$ cat src/rtl/sensor_line_capture_if.sv
// Interface bundling the sensor capture handshake, pixel stream and read port.
// The slave modport is the capture block; the master modport is the
// surrounding system (SI source, ADC, and line consumer).
`timescale 1ns/1ps
interface sensor_line_capture_if #(
  parameter int IDX_W = 7,
  parameter int ADC_W = 8
);
  logic             si;
  logic             pix_valid;
  logic [ADC_W-1:0] pix_data;
  logic             frame_valid;
  logic             frame_ack;
  logic [IDX_W-1:0] rd_addr;
  logic [ADC_W-1:0] rd_data;
  logic [IDX_W:0]   pix_count;
  logic             overrun;
  logic             sync_err;
  logic [ADC_W-1:0] peak_val;
  logic [IDX_W-1:0] peak_idx;

  modport slave (
    input  si, pix_valid, pix_data, frame_ack, rd_addr,
    output frame_valid, rd_data, pix_count, overrun, sync_err, peak_val, peak_idx
  );

  modport master (
    output si, pix_valid, pix_data, frame_ack, rd_addr,
    input  frame_valid, rd_data, pix_count, overrun, sync_err, peak_val, peak_idx
  );
endinterface

$ cat src/rtl/sensor_line_capture.sv
// Linear-sensor line capture: waits for the SI pulse, stores the following
// NUM_PIXELS ADC samples into a line buffer, then holds the line for a
// downstream consumer via frame_valid/frame_ack and a 1-cycle read port.
// Optional brightest-pixel tracking is enabled by SENSOR_LINE_PEAK_EN.
`timescale 1ns/1ps
module sensor_line_capture #(
  parameter int NUM_PIXELS = 128,
  parameter int IDX_W      = 7,
  parameter int ADC_W      = 8
) (
  input  logic                  clk,
  input  logic                  reset,
  sensor_line_capture_if.slave  bus
);

  typedef enum logic [1:0] {IDLE, CAPTURE, READY} state_t;

  localparam logic [IDX_W:0] C_FULL = NUM_PIXELS[IDX_W:0];
  localparam logic [IDX_W:0] C_LAST = NUM_PIXELS[IDX_W:0] - 1'b1;

  state_t           r_state;
  state_t           w_state_next;
  logic [ADC_W-1:0] r_buf [NUM_PIXELS];
  logic [IDX_W:0]   r_count;
  logic             r_frame_valid;
  logic             r_overrun;
  logic             r_sync_err;
  logic [ADC_W-1:0] r_rd_data;
  logic             w_wr_en;
  logic             w_cnt_clr;
  logic             w_set_sync;
  logic             w_set_ovr;

  // State register; reset abandons any partial line.
  always_ff @(posedge clk or posedge reset) begin
    if (reset) r_state <= IDLE;
    else       r_state <= w_state_next;
  end

  // Next-state and control decode. SI always wins over a coincident pixel.
  always_comb begin
    w_state_next = r_state;
    w_wr_en      = 1'b0;
    w_cnt_clr    = 1'b0;
    w_set_sync   = 1'b0;
    w_set_ovr    = 1'b0;
    case (r_state)
      IDLE: begin
        if (bus.si) begin
          w_state_next = CAPTURE;
          w_cnt_clr    = 1'b1;
        end
      end
      CAPTURE: begin
        if (bus.si) begin
          // Resynchronise on an unexpected SI and start the line over.
          w_cnt_clr  = 1'b1;
          w_set_sync = 1'b1;
        end else if (bus.pix_valid) begin
          w_wr_en = 1'b1;
          if (r_count == C_LAST) w_state_next = READY;
        end
      end
      READY: begin
        // An SI here is never used to start a line; it only flags overrun.
        if (bus.si)        w_set_ovr    = 1'b1;
        if (bus.frame_ack) w_state_next = IDLE;
      end
      default: w_state_next = IDLE;
    endcase
  end

  // Pixel counter, frame_valid and sticky error flags.
  always_ff @(posedge clk or posedge reset) begin
    if (reset) begin
      r_count       <= '0;
      r_frame_valid <= 1'b0;
      r_overrun     <= 1'b0;
      r_sync_err    <= 1'b0;
    end else begin
      if (w_cnt_clr)
        r_count <= '0;
      else if (w_wr_en && (r_count != C_FULL))
        r_count <= r_count + 1'b1;
      r_frame_valid <= (w_state_next == READY);
      if (w_set_ovr)  r_overrun  <= 1'b1;
      if (w_set_sync) r_sync_err <= 1'b1;
    end
  end

  // Line buffer write port; contents are deliberately not reset.
  always_ff @(posedge clk) begin
    if (w_wr_en) r_buf[r_count[IDX_W-1:0]] <= bus.pix_data;
  end

  // Registered read port with zero for addresses past the line length.
  always_ff @(posedge clk or posedge reset) begin
    if (reset)
      r_rd_data <= '0;
    else if ({1'b0, bus.rd_addr} < C_FULL)
      r_rd_data <= r_buf[bus.rd_addr];
    else
      r_rd_data <= '0;
  end

  assign bus.frame_valid = r_frame_valid;
  assign bus.pix_count   = r_count;
  assign bus.overrun     = r_overrun;
  assign bus.sync_err    = r_sync_err;
  assign bus.rd_data     = r_rd_data;

`ifdef SENSOR_LINE_PEAK_EN
  logic [ADC_W-1:0] r_peak_val;
  logic [IDX_W-1:0] r_peak_idx;

  // Running maximum; strict compare keeps the lowest index on ties.
  always_ff @(posedge clk or posedge reset) begin
    if (reset) begin
      r_peak_val <= '0;
      r_peak_idx <= '0;
    end else if (w_cnt_clr) begin
      r_peak_val <= '0;
      r_peak_idx <= '0;
    end else if (w_wr_en && ((r_count == '0) || (bus.pix_data > r_peak_val))) begin
      r_peak_val <= bus.pix_data;
      r_peak_idx <= r_count[IDX_W-1:0];
    end
  end

  assign bus.peak_val = r_peak_val;
  assign bus.peak_idx = r_peak_idx;
`else
  assign bus.peak_val = '0;
  assign bus.peak_idx = '0;
`endif

endmodule

$ cat src/flat_wrapper.sv
// flat-port wrapper written by rule: the top's interface ports become plain ports
module sensor_line_capture_flat 
#(
  parameter int NUM_PIXELS = 128,
  parameter int IDX_W      = 7,
  parameter int ADC_W      = 8
)
  (clk, reset, bus_si, bus_pix_valid, bus_pix_data, bus_frame_ack, bus_rd_addr, bus_frame_valid, bus_rd_data, bus_pix_count, bus_overrun, bus_sync_err, bus_peak_val, bus_peak_idx);
  sensor_line_capture_if #(.IDX_W(IDX_W), .ADC_W(ADC_W)) bus_i ();
  input  logic clk;
  input  logic reset;
  input wire logic [$bits(bus_i.si)-1:0] bus_si;
  input wire logic [$bits(bus_i.pix_valid)-1:0] bus_pix_valid;
  input wire logic [$bits(bus_i.pix_data)-1:0] bus_pix_data;
  input wire logic [$bits(bus_i.frame_ack)-1:0] bus_frame_ack;
  input wire logic [$bits(bus_i.rd_addr)-1:0] bus_rd_addr;
  output wire logic [$bits(bus_i.frame_valid)-1:0] bus_frame_valid;
  output wire logic [$bits(bus_i.rd_data)-1:0] bus_rd_data;
  output wire logic [$bits(bus_i.pix_count)-1:0] bus_pix_count;
  output wire logic [$bits(bus_i.overrun)-1:0] bus_overrun;
  output wire logic [$bits(bus_i.sync_err)-1:0] bus_sync_err;
  output wire logic [$bits(bus_i.peak_val)-1:0] bus_peak_val;
  output wire logic [$bits(bus_i.peak_idx)-1:0] bus_peak_idx;
  assign bus_i.si = bus_si;
  assign bus_i.pix_valid = bus_pix_valid;
  assign bus_i.pix_data = bus_pix_data;
  assign bus_i.frame_ack = bus_frame_ack;
  assign bus_i.rd_addr = bus_rd_addr;
  assign bus_frame_valid = bus_i.frame_valid;
  assign bus_rd_data = bus_i.rd_data;
  assign bus_pix_count = bus_i.pix_count;
  assign bus_overrun = bus_i.overrun;
  assign bus_sync_err = bus_i.sync_err;
  assign bus_peak_val = bus_i.peak_val;
  assign bus_peak_idx = bus_i.peak_idx;
  sensor_line_capture #(.NUM_PIXELS(NUM_PIXELS), .IDX_W(IDX_W), .ADC_W(ADC_W)) u_core (.clk(clk), .reset(reset), .bus(bus_i));
endmodule
$ cat config.mk
export PLATFORM = sky130hd
export DESIGN_NAME = sensor_line_capture_flat
export DESIGN_NICKNAME = d
export VERILOG_FILES = /design/src/rtl/sensor_line_capture_if.sv /design/src/rtl/sensor_line_capture.sv /design/src/flat_wrapper.sv
export SDC_FILE = /design/constraint.sdc
export NUM_CORES = 1
export LEC_CHECK = 0
export CAP_MARGIN = 20
export CORE_AREA = 2 2 259 261
export DETAILED_ROUTE_END_ITERATION = 10
export DIE_AREA = 0 0 261 263
export PLACE_DENSITY = 0.88
export SETUP_SLACK_MARGIN = 0.4
export SLEW_MARGIN = 25
export SYNTH_ARGS = -nofsm -noshare
export SYNTH_HDL_FRONTEND = slang
export SYNTH_SLANG_ARGS = --single-unit
$ cat constraint.sdc
create_clock -name clk -period 2.9 [get_ports clk]
set_clock_uncertainty 0.1 [all_clocks]
set_input_delay 0.87 -clock clk [delete_from_list [all_inputs] [get_ports clk]]
set_output_delay 0.87 -clock clk [all_outputs]
set_load 0.1 [all_outputs]
==> results_dict.tcl <==
set metrics [dict create \
    grt_use_total 0.352 \
    placed_cell_area_um2 44100 \
    drive_above_1_share 0.413 \
    synthTopCellsByArea "edfxtp_1 76%, mux4_2 19%, dfrtp_1 1.3%" \
    postRouteAntennaNets 0 \
    ioPinCount 54 \
    synth_cell_types 32 \
    yosys.area_share.xor_xnor 0.00108 \
    yosys.area.top_type "edfxtp_1" \
    max_freq_mhz 329 \
    syn_inst 1706 \
    drv_slew 0 \
    cp.required_ps 3350 \
    worst_slew_pin_slew_ps 898 \
    chipHeight_um 263 \
    drv_cap 0 \
    yosys_warnings 0 \
    min_path_type "flip-flop to flip-flop" \
    combPwrFrac 0.066 \
    synth_edf_count 1024 \
    firstDrtPassIters 5 \
    path_clk_slew_ps 70 \
    io_buffers 38 \
    clock_path_buffers 3 \
    area_growth_pct 19.2 \
    dpl_worst_slack_ps -742 \
    seqPwrFrac 0.523 \
    antenna_found_initial 10 \
    power_density_nw_per_um2 661 \
    synth_top_family_by_area "multiplexers" \
    peakVddDrop_mv 0.503 \
    power.leakage_nw 15.1 \
    fin_crit_sh 1.05 \
    crit_fanout 7 \
    synthMuxAreaShare 0.190 \
    cts_sinks 1045 \
    cts_tree "built" \
    synth_commonest_cells "1,024 x edfxtp_1, 336 x mux4_2, 139 x nor2_1, 49 x clkbuf_1" \
    ys_seq_area_frac 0.775 \
    critPathLaunchType "input pin" \
    instances_no_fill 2895 \
    switching_share 0.229 \
    gr-total-overflow 0 \
    violations "negative setup slack" \
    worst_slack_ps -140 \
    setup_viol 8 \
    initial_core_util 0.615 \
    arrival_ps 3490 \
    die_area_um2 68600 \
    die_w_um 261 \
    drtIter0Drc 4126 \
    synth_compound_area_frac 0.00177 \
    vias_per_cell 7.58 \
    grt_pass1_vias 21618 \
    finalWeightedCongestion 0.864 \
    cts-root-buf "clkbuf_16" \
    grt_pass1_wl_um 166000 \
    cts_max_level 3 \
    avgSynthCellArea_um2 23.7 \
    status "complete, but fails checks" \
    place_hpwl_um 61600 \
    coreArea_um2 65600 \
    slew_headroom 0.400 \
    rsz0062_at_grt "true" \
    worstSetupPathType "input pin to flip-flop" \
    synth_most_common_cell "edfxtp_1" \
    worst_setup_path_end_kind "flip-flop" \
    synth_top_area_frac 0.762 \
    critPathSlowestCell "mux4_2" \
    synth_area_um2 40400 \
    hold_viol_final 0 \
    ys_async_sr_fraction 0.0201 \
    ctsHoldBuffers 0 \
    p_switching_w 0.00728 \
    cp_common_cell "mux4_2" \
    max_stage_delay_ps 610 \
    nets 1969 \
    routed_wl_um 123000 \
    path_delay_family "multiplexers" \
    wire_per_inst_um 42.4 \
    grt_max_degree 129 \
    yosys.area_share.simple 0.0186 \
    place_inst 2675 \
    clockPowerShare 0.411 \
    dr_total_vias 21939 \
    post-route-util 0.733 \
    clk_latency_ps 670 \
    rows 94 \
    cp.buffers_inverters 4 \
    drc 0 \
    synth_ff_type "edfxtp_1" \
    ys_ff_latch 1045 \
    fin_crit_ps 3040 \
    intPower_w 0.0245 \
    crit_chain "buf_16, buf_12, buf_12, buf_8, mux4_2, mux4_2, mux4_2, mux2_2" \
    synthAdderAreaFrac 0.000620 \
    final_area_um2 48100 \
    cts_buffers 99 \
]
[metrics by stage]
| step | power [W] | setup TNS, ps | hold WS (ps) |
|---|---|---|---|
| after floorplan | 0.0181 | -2210 | 394 |
| after global placement | 0.0187 | -65430 | 346 |
| after detailed placement | 0.0188 | -122120 | 360 |
| after CTS | 0.0314 | 0 | 378 |
| after global routing | 0.0322 | -442 | 400 |
| final | 0.0318 | -656 | 372 |
[power groups by stage]
stage	logic (W)	registers (W)	clock network, W
floorplan	0.000963	0.0171	0
global placement	0.00177	0.0170	0
detailed placement	0.00185	0.0170	0
CTS	0.00198	0.0166	0.0128
global route	0.00213	0.0166	0.0135
finish	0.00209	0.0166	0.0131
[cells in the final DEF, fill, tap and decap left out, types with 3 or more instances in the layout]
master           synthesis  final
clkbuf_16                0    103
dfrtp_1                 21     15
nand2_1                 16     12
mux2_2                   8      5
nand2_2                  0      4
nand4_1                  3      3
buf_16                   0     14
clkinv_4                 0      3
nor2_4                   0     84
conb_1                   1     15
buf_4                   20     99
nand3_2                  0      6
mux2_4                   0      3
buf_12                   0     77
nand3_1                 10      3
inv_6                    0      3
edfxtp_1              1024   1024
inv_1                    4      4
nor2b_1                  7      7
xor2_1                   4      4
clkinv_1                 0     28
mux4_2                 336    336
clkinvlp_4               0      5
bufinv_16                0      8
clkdlybuf4s50_1          0      7
clkinv_2                 0     16
buf_8                    0      6
buf_6                    1     29
a21oi_1                  6      6
clkbuf_1                49     17
dfrtp_2                  0      6
nor2_1                 139     30
nor2_2                   0     25
[state kept, by name, summed over array words and instances, names as in the netlist]
register                flops
u_core.r_state              2
u_core.bus.overrun          1
u_core.bus.frame_valid      1
u_core.r_buf             1024
u_core.bus.pix_count        8
u_core.bus.rd_data          8
u_core.bus.sync_err         1
[repair_timing]
action | in CTS | in global routing
endpoints found under the hold margin | 0 | 0
cloned | 5 | 2
gates resized for setup | 40 | 53
buffers inserted | 19 | 9
endpoints found under the setup margin | 14 | 186
pin swaps | 0 | 8
[layout make-up]
type | count | area, µm²
fillers | 3216 | 17500
diodes | 2 | 5.00
clock inverters | 65 | 548
repair buffers | 235 | 3210
multi-input cells | 562 | 9390
inverters | 4 | 15.0
clock buffers | 118 | 2590
well taps | 864 | 1080
flip-flops and latches | 1045 | 31300
[worst register-to-register path, cell delays in order, from the launching register on]
cell	delay, ps
edfxtp_1	420
mux4_2	590
mux4_2	610
mux4_2	540
mux2_2	300
[cell families after synthesis]
group                      count (synthesis)
other                                      1
and+or+nand+nor                          183
adders and majority gates                  2
AOI/OAI and AO/OA                         12
buffers and inverters                    113
muxes                                    345
xor gates and xnor gates                   5
DFF                                     1045
[path summary, 6_finish.rpt]
kind,depth (start not counted),slack (ps),endpoint,startpoint
min in group asynchronous,3,590,u_core.bus.rd_data[4],reset
worst min register to register,1,370,u_core.bus.sync_err,u_core.bus.sync_err
worst max-delay path,8,-140,u_core.bus.rd_data[1],bus_rd_addr[0]
worst max register to register,4,210,u_core.bus.rd_data[4],u_core.r_buf[71][4]
worst min-delay path,1,370,u_core.bus.sync_err,u_core.bus.sync_err
max in group asynchronous,3,1750,u_core.bus.pix_count[2],reset
[per-layer routing]
layer  track usage  up-vias  part of all wire
met3        0.0880      523              0.14
li1              -     7727                 -
met5             0        -           0.00059
met1         0.469    11179              0.32
met4         0.180       10             0.068
met2         0.550     2500              0.48
Power figures use the tool's default switching activity.
